--- config.mk ---
export PLATFORM = sky130hd
export DESIGN_NAME = serial_multrom_mult_param
export DESIGN_NICKNAME = d
export VERILOG_FILES = /design/src/rtl/multrom_pkg.sv /design/src/rtl/multrom_digit_rom.sv /design/src/rtl/serial_multrom_mult_param.sv
export SDC_FILE = /design/constraint.sdc
export NUM_CORES = 1
export LEC_CHECK = 0
export CAP_MARGIN = 20
export CORE_MARGIN = 1.5
export CORE_UTILIZATION = 50
export DETAILED_ROUTE_END_ITERATION = 16
export PLACE_DENSITY = 0.73
export SYNTH_ARGS = -nofsm -noshare
export SYNTH_HDL_FRONTEND = slang
export SYNTH_HIERARCHICAL = 1
export SYNTH_SLANG_ARGS = --single-unit
--- constraint.sdc ---
create_clock -name clk -period 4.8 [get_ports clk]
set_input_delay 0.96 -clock clk [delete_from_list [all_inputs] [get_ports clk]]
set_output_delay 0.96 -clock clk [all_outputs]
set_load 0.02 [all_outputs]
--- src/rtl/multrom_pkg.sv ---
// Shared types and ROM-content helper for the serial ROM-based multiplier.
package multrom_pkg;

  typedef enum logic [1:0] {IDLE, CALC, DONE} multrom_state_e;

  // Contents of one digit-pair ROM entry.
  function automatic int unsigned digit_prod(input int unsigned a, input int unsigned b);
    return a * b;
  endfunction

endpackage

--- src/rtl/multrom_digit_rom.sv ---
// Constant digit-pair product table, indexed by {a_digit, b_digit}.
module multrom_digit_rom
  import multrom_pkg::*;
#(
  parameter int unsigned DIGIT_WIDTH = 4
) (
  input  logic [DIGIT_WIDTH-1:0]   a_digit_i,
  input  logic [DIGIT_WIDTH-1:0]   b_digit_i,
  output logic [2*DIGIT_WIDTH-1:0] prod_c_o
);

  localparam int unsigned PW      = 2 * DIGIT_WIDTH;
  localparam int unsigned ENTRIES = 1 << PW;
  localparam int unsigned RADIX   = 1 << DIGIT_WIDTH;

  logic [PW-1:0] rom [ENTRIES];

  for (genvar k = 0; k < ENTRIES; k++) begin : g_rom
    assign rom[k] = PW'(digit_prod(k / RADIX, k % RADIX));
  end

  assign prod_c_o = rom[{a_digit_i, b_digit_i}];

endmodule

--- src/rtl/serial_multrom_mult_param.sv ---
// Serial multiplier: one digit-pair ROM lookup per cycle, shift-accumulated into a 2*WIDTH result.
// Optional two's-complement mode is built when MULTROM_SIGNED_EN is defined.
module serial_multrom_mult_param
  import multrom_pkg::*;
#(
  parameter int unsigned DIGIT_WIDTH = 4,
  parameter int unsigned NUM_DIGITS  = 2
) (
  input  logic                                clk,
  input  logic                                rst_n,
  input  logic                                start,
  input  logic [DIGIT_WIDTH*NUM_DIGITS-1:0]   mult1,
  input  logic [DIGIT_WIDTH*NUM_DIGITS-1:0]   mult2,
`ifdef MULTROM_SIGNED_EN
  input  logic                                is_signed,
`endif
  output logic                                busy,
  output logic                                done,
  output logic [2*DIGIT_WIDTH*NUM_DIGITS-1:0] dout
);

  localparam int unsigned WIDTH = DIGIT_WIDTH * NUM_DIGITS;
  localparam int unsigned AW    = 2 * WIDTH;
  localparam int unsigned CW    = (NUM_DIGITS > 1) ? $clog2(NUM_DIGITS) : 1;
  localparam logic [CW-1:0] LAST = CW'(NUM_DIGITS - 1);

  multrom_state_e state_q;
  logic [WIDTH-1:0] a_q, b_q;
  logic [AW-1:0]    acc_q, dout_q;
  logic [CW-1:0]    i_q, j_q;
  logic             busy_q, done_q;

  logic [WIDTH-1:0]         a_in, b_in;
  logic [AW-1:0]            result;
  logic [DIGIT_WIDTH-1:0]   a_dig, b_dig;
  logic [2*DIGIT_WIDTH-1:0] prod;
  logic [AW-1:0]            partial;

`ifdef MULTROM_SIGNED_EN
  logic sign_in, sign_q;

  // Signed operands are reduced to magnitudes at capture; the most negative value maps to itself.
  always_comb begin
    a_in    = mult1;
    b_in    = mult2;
    sign_in = 1'b0;
    if (is_signed) begin
      if (mult1[WIDTH-1]) a_in = -mult1;
      if (mult2[WIDTH-1]) b_in = -mult2;
      sign_in = mult1[WIDTH-1] ^ mult2[WIDTH-1];
    end
  end

  assign result = sign_q ? -acc_q : acc_q;
`else
  assign a_in   = mult1;
  assign b_in   = mult2;
  assign result = acc_q;
`endif

  assign a_dig   = DIGIT_WIDTH'(a_q >> (DIGIT_WIDTH * 32'(i_q)));
  assign b_dig   = DIGIT_WIDTH'(b_q >> (DIGIT_WIDTH * 32'(j_q)));
  assign partial = AW'(prod) << (DIGIT_WIDTH * (32'(i_q) + 32'(j_q)));

  multrom_digit_rom #(
    .DIGIT_WIDTH(DIGIT_WIDTH)
  ) u_rom (
    .a_digit_i(a_dig),
    .b_digit_i(b_dig),
    .prod_c_o (prod)
  );

  // Control FSM, digit counters, accumulator and held result.
  always_ff @(posedge clk or negedge rst_n) begin
    if (!rst_n) begin
      state_q <= IDLE;
      a_q     <= '0;
      b_q     <= '0;
      acc_q   <= '0;
      i_q     <= '0;
      j_q     <= '0;
      dout_q  <= '0;
      busy_q  <= 1'b0;
      done_q  <= 1'b0;
`ifdef MULTROM_SIGNED_EN
      sign_q  <= 1'b0;
`endif
    end else begin
      done_q <= 1'b0;
      case (state_q)
        IDLE: begin
          if (start) begin
            a_q     <= a_in;
            b_q     <= b_in;
            acc_q   <= '0;
            i_q     <= '0;
            j_q     <= '0;
            busy_q  <= 1'b1;
            state_q <= CALC;
`ifdef MULTROM_SIGNED_EN
            sign_q  <= sign_in;
`endif
          end
        end
        CALC: begin
          acc_q <= acc_q + partial;
          if (j_q == LAST) begin
            j_q <= '0;
            if (i_q == LAST) begin
              i_q     <= '0;
              state_q <= DONE;
            end else begin
              i_q <= i_q + CW'(1);
            end
          end else begin
            j_q <= j_q + CW'(1);
          end
        end
        DONE: begin
          dout_q  <= result;
          done_q  <= 1'b1;
          busy_q  <= 1'b0;
          state_q <= IDLE;
        end
        default: begin
          busy_q  <= 1'b0;
          state_q <= IDLE;
        end
      endcase
    end
  end

  assign busy = busy_q;
  assign done = done_q;
  assign dout = dout_q;

endmodule
==> metrics, run 1 <==
CP Data Required Time=5050 ps; fillers=between 700 and 800; layout cells sized above 1=0.125; Final Hold Viols=0; normalized max-slew margin=0.342; Hold EP=a_q[4]; number of global-route vias before repair=3,772; worst hold start=a_q[4]; Ys Warns=6; R2R cell count=17; clk_lat worst skew=between 300 and 400 ps; die outline area=9560 sq um; first-pass GRT wire length=between 15 and 20 mm; post-route cell area=approximately 5000 sq um; clk sink count=54; CTS Hold Bufs=0; remaining antenna violation count after routing=0; result of the run=finished, final reports clean; fin crit share=0.945; CTS clk-pin slew, worst paths=around 110 ps; CP Launch Type=flip-flop; Avg Cell Area, Syn=between 8 and 9 sq um; GRT Total Usage=0.234; count of input and output buffers=36; Die Span Y=roughly 100 um; Net count, final=587; Worst Hold Class=reg2reg; Post-Route WL=approximately 11 mm; ys async rst share=1.00; commonest non-fill, non-tap cell in the layout=nand2_1; drt initial violations=roughly 200; Die X=97.8 um; ys flop type=dfrtp_1; Post-DP HPWL=8.01 mm; Clock Path Buffers=2; Pins Over Slew Limit=0; CP max FO=13; Mapped Area=roughly 4500 sq um; H-tree levels=2; worst hold stages=2; Routability Congestion=between 0.9 and 1; Worst-Margin Slew=approximately 990 ps; Initial Util=0.515; wire per inst=16.8 um; kind of critical path=reg2reg; IO Count=37; Via density=~6.2; Num CTS Buffers=5; DP Area=between 4000 and 5000 sq um; CTS tree=yes; Worst Skew=about 20 ps; Post-Syn Nets=around 570; Period minus WS final=about 4500 ps; Syn Inst Count=between 500 and 600; row cnt=34; largest net degree at the start of global routing=55; TritonRoute pass-1 iters=5; Yosys reg bits=54; reg-to-reg endpoint=acc_q[15]; final setup violating endpoints=0; Worst Path Arrival=roughly 4800 ps; number of flops mapped to enable cells by yosys=0; initial antenna violation count=0; maxcap violations=0; R2R Path Start=j_q; Remaining Overflow, GRT=0; Root Buffer=clkbuf_8; most frequent cells in the layout=87 x nand2_1, 54 x dfrtp_1, 35 x clkdlybuf4s50_1; vias=4,028; register area share after synthesis=0.301; Area Overhead vs Synth=10.9%; Inserted Diodes=0; Max Fclk=roughly 0.22 GHz; core box area=approximately 8700 sq um; synth unique cells=78; setup tns final=0 ps; RSZ-0062 raised after global routing=no; CP endpoint kind=flip-flop; DRC viols=0; flop2flop setup slack=roughly 260 ps
[worst max-delay path by stage]
| stage | startpoint | to | slack [ps] | cells past startpoint |
|---|---|---|---|---|
| 3_5_place_dp | j_q | acc_q[15] | 150 | 17 |
| 2_1_floorplan | j_q | acc_q[15] | 230 | 20 |
| 3_3_place_gp | j_q | acc_q[13] | 260 | 17 |
| 5_1_grt | j_q | acc_q[15] | 30 | 16 |
| 6_report | j_q | acc_q[15] | 260 | 17 |
| 4_1_cts | j_q | acc_q[15] | 110 | 17 |
[synth_stat cells, drive strengths merged (5+ instances only)]
| library cell | count | area (sq um) |
|---|---|---|
| ha | 26 | 325 |
| o221ai | 6 | 52.6 |
| o21a | 8 | 60.1 |
| nand3b | 5 | 37.5 |
| nor2b | 14 | 87.6 |
| mux2i | 10 | 100 |
| o311ai | 5 | 61.3 |
| and3 | 5 | 31.3 |
| a21oi | 29 | 153 |
| nand2b | 10 | 62.6 |
| clkbuf | 15 | 56.3 |
| nand3 | 21 | 110 |
| mux2 | 24 | 274 |
| and2 | 7 | 46.3 |
| a211oi | 8 | 70.1 |
| xor2 | 8 | 70.1 |
| a22o | 5 | 43.8 |
| o211ai | 5 | 37.5 |
| dfrtp | 54 | 1350 |
| nand2 | 88 | 333 |
| nor2 | 22 | 85.1 |
| inv | 20 | 75.1 |
| a31oi | 5 | 31.3 |
| o21ai | 38 | 194 |
| o31ai | 7 | 62.6 |
| buf | 25 | 163 |
[sequential cells by signal, indices dropped and copies added, names as in the netlist]
| name | flops |
|---|---|
| acc_q | 16 |
| a_q | 8 |
| i_q | 1 |
| done | 1 |
| j_q | 1 |
| b_q | 8 |
| busy | 1 |
| state_q | 2 |
| dout | 16 |
[timing repair]
| item | in CTS | in global routing |
|---|---|---|
| endpoints found under the setup margin | 0 | 5 |
| buffers inserted | 0 | 0 |
| gates resized for setup | 0 | 7 |
[layout make-up]
cell class | count | area, sq um | share of cell area
Multi-Input combinational cell | 412 | 2860 | 0.574
Sequential cell | 54 | 1350 | 0.271
Timing Repair Buffer | 47 | 458 | 0.0920
Tap cell | 108 | 135 | 0.0271
Inverter | 21 | 86.3 | 0.0173
Clock buffer | 5 | 68.8 | 0.0138
Clock inverter | 3 | 22.5 | 0.00452
[per-stage QoR]
stage	hold slack, ps	cells	setup slack [ps]	utilization
finish	476	650	263	0.571
global placement	452	641	258	0.555
detailed placement	457	641	154	0.555
CTS	483	649	109	0.565
global route	503	650	25.0	0.571
floorplan	440	527	228	-
[worst max-delay path, stage by stage, from the launching register on]
cell	delay [ps]
dfrtp_1	450
mux2_4	340
clkinvlp_4	220
ha_2	480
or2b_1	180
a211o_1	150
o2111ai_1	110
o21a_1	180
a211o_1	300
mux2_4	280
nor2b_1	140
ha_2	420
nand3_2	110
nor4_4	270
a31oi_1	150
mux2i_1	140
o31ai_1	330
mux2i_1	220
[metal layers]
metal	vias up	part of all wire	wire length (um)	track usage
met3	21	0.056	608	0.0293
li1	1934	-	-	-
met5	-	0	0	0
met1	1919	0.43	4680	0.312
met2	154	0.49	5420	0.401
met4	0	0.021	233	0.0615
[cells by family after synthesis]
family | share of synthesized area
AO/OA/AOI/OAI | 0.247
XOR/XNOR | 0.0215
adder cells (fa/ha/maj) | 0.0769
buffers and inverters | 0.0663
flip-flops | 0.301
multiplexers | 0.0883
AND/OR/NAND/NOR | 0.199
Power of run 1 is not shown: default switching activity piles up to over one toggle a cycle in this logic, so the estimate is an artifact.
==> run 2, diff against run 1 <==
--- a/config.mk
+++ b/config.mk
@@ -10,6 +10,7 @@
 export CORE_UTILIZATION = 50
 export DETAILED_ROUTE_END_ITERATION = 16
 export PLACE_DENSITY = 0.73
+export SETUP_SLACK_MARGIN = 0.02
 export SYNTH_ARGS = -nofsm -noshare
 export SYNTH_HDL_FRONTEND = slang
 export SYNTH_HIERARCHICAL = 1
==> constraint.sdc (replaced) <==
create_clock -name clk -period 4.8 [get_ports clk]
set_input_delay 0.72 -clock clk [delete_from_list [all_inputs] [get_ports clk]]
set_output_delay 0.72 -clock clk [all_outputs]
set_load 0.02 [all_outputs]
==> results of run 2 <==
The final DEF is identical to that of run 1. Status: finished, final reports clean.
Power of run 2 is left out for the same reason.
==> run 3, diff against run 2 <==
--- a/config.mk
+++ b/config.mk
@@ -6,11 +6,12 @@
 export NUM_CORES = 1
 export LEC_CHECK = 0
 export CAP_MARGIN = 20
-export CORE_MARGIN = 1.5
+export CORE_MARGIN = 3
 export CORE_UTILIZATION = 50
 export DETAILED_ROUTE_END_ITERATION = 16
 export PLACE_DENSITY = 0.73
 export SETUP_SLACK_MARGIN = 0.02
+export SLEW_MARGIN = 20
 export SYNTH_ARGS = -nofsm -noshare
 export SYNTH_HDL_FRONTEND = slang
 export SYNTH_HIERARCHICAL = 1
==> metrics, run 3 (synthesis results as in run 1) <==
result of the run=finished, final reports clean; CTS tree=yes; Net count, final=589 (+0.34%); row cnt=33 (-2.9%); Num CTS Buffers=5 (unchanged); Post-Route WL=11.3 mm (+3.2%); GRT Total Usage=0.227 (-0.00632); fillers=720 (-7.2%); Area Overhead vs Synth=11.6%; Worst Skew=12.6 ps (-7.41 ps); initial antenna violation count=0 (unchanged); kind of critical path=reg2reg; clk_lat worst skew=320 ps (about the same); remaining antenna violation count after routing=0 (unchanged); core box area=8460 sq um (-2.9%); Root Buffer=clkbuf_8; R2R cell count=17 (unchanged); setup tns final=0 ps (unchanged); CP max FO=13 (unchanged); H-tree levels=2 (unchanged); vias=4,046 (+0.45%); Post-DP HPWL=8.39 mm (+4.9%); first-pass GRT wire length=18.8 mm (+1.4%); drt initial violations=205 (+3.5%); DRC viols=0 (unchanged); Worst Hold Class=reg2reg; # Post-CTS Setup Buffers=0 (unchanged); CTS Hold Bufs=0 (unchanged); CP Launch Type=flip-flop; Period minus WS final=4460 ps (-73.6 ps); IO Count=37 (unchanged); fin crit share=0.930 (-0.0153); Routability Congestion=0.997 (+4.4%); layout cells sized above 1=0.136 (+0.0106); Die X=101 um (+3.1%); wire per inst=17.4 um (+3.4%); TritonRoute pass-1 iters=6 (+1); most frequent cells in the layout=86 x nand2_1, 53 x dfrtp_1, 35 x clkdlybuf4s50_1; Initial Util=0.530 (+0.0156); Pins Over Slew Limit=0 (unchanged); Via density=6.23 (+0.60%); Die Span Y=101 um (+3.1%); maxcap violations=0 (unchanged); Clock Path Buffers=2 (unchanged); count of input and output buffers=36 (unchanged); normalized max-slew margin=0.335 (-0.00615); Max Fclk=0.224 GHz (+1.6%); CP Data Required Time=5040 ps (about the same); largest net degree at the start of global routing=55 (unchanged); final setup violating endpoints=0 (unchanged); Worst-Margin Slew=997 ps (+9.23 ps); clk sink count=54 (unchanged); Worst Path Arrival=4700 ps (-90 ps); Remaining Overflow, GRT=0 (unchanged); worst hold stages=2 (unchanged); RSZ-0062 raised after global routing=no; Final Hold Viols=0 (unchanged); CTS clk-pin slew, worst paths=100 ps (about the same); die outline area=10,200 sq um (+6.2%); commonest non-fill, non-tap cell in the layout=nand2_1; Inserted Diodes=0 (unchanged); CP endpoint kind=flip-flop; number of global-route vias before repair=3,985 (+5.6%)
-- run 3: through the flow --
step | setup slack [ps] | hold slack (ps) | util | instances | instance area [sq um]
6_report | 336 | 479 | 0.592 | 649 | 5010
5_1_grt | 40.4 | 514 | 0.592 | 649 | 5010
4_1_cts | 55.3 | 483 | 0.589 | 649 | 4980
3_5_place_dp | 35.9 | 456 | 0.574 | 641 | 4850
3_3_place_gp | 248 | 457 | 0.574 | 641 | 4850
2_1_floorplan | 228 | 424 | - | 527 | 4490
-- run 3: routing by layer --
| layer | share of wire | track usage | up-vias |
|---|---|---|---|
| li1 | - | - | 1926 |
| met1 | 0.42 | 0.276 | 1925 |
| met2 | 0.48 | 0.395 | 150 |
| met3 | 0.062 | 0.0381 | 45 |
| met4 | 0.037 | 0.0953 | 0 |
| met5 | 0 | 0 | - |
-- run 3: area by class of cell --
cell class / count / area [sq um] / area share
sequential: 54 / 1350 / 0.270
multi-input combinational: 412 / 2870 / 0.573
clock buffer: 6 / 82.6 / 0.0165
inverter: 21 / 82.6 / 0.0165
timing repair buffer: 49 / 453 / 0.0904
tap: 105 / 131 / 0.0262
clock inverter: 2 / 38.8 / 0.00774
-- run 3: path summary, 6_finish.rpt --
| check | start | endpoint | slack [ps] |
|---|---|---|---|
| max in group asynchronous | rst_n | j_q | 3790 |
| worst min register to register | b_q[7] | b_q[7] | 480 |
| min in group asynchronous | rst_n | done | 520 |
| worst min-delay path | b_q[7] | b_q[7] | 480 |
| worst max register to register | j_q | acc_q[15] | 340 |
| worst max-delay path | j_q | acc_q[15] | 340 |
-- run 3: worst max-delay path: stages, from the launching register on --
cell,delay (ps)
dfrtp_2,460
mux2_4,330
clkinvlp_4,250
ha_4,310
or2b_1,270
o21ai_0,100
o2111ai_1,130
o21a_1,190
a211o_1,290
mux2_4,290
nor2b_1,140
ha_2,420
nand3_2,130
nor4_4,300
a31oi_1,150
mux2i_1,160
o31ai_2,250
mux2i_1,210
-- run 3: what timing repair did --
| item | CTS | global route |
|---|---|---|
| hold endpoints to repair | 0 | 0 |
| resized for setup | 2 | 8 |
| setup endpoints to repair | 1 | 2 |
| pin swaps | 0 | 1 |
Power of run 3 is left out for the same reason.
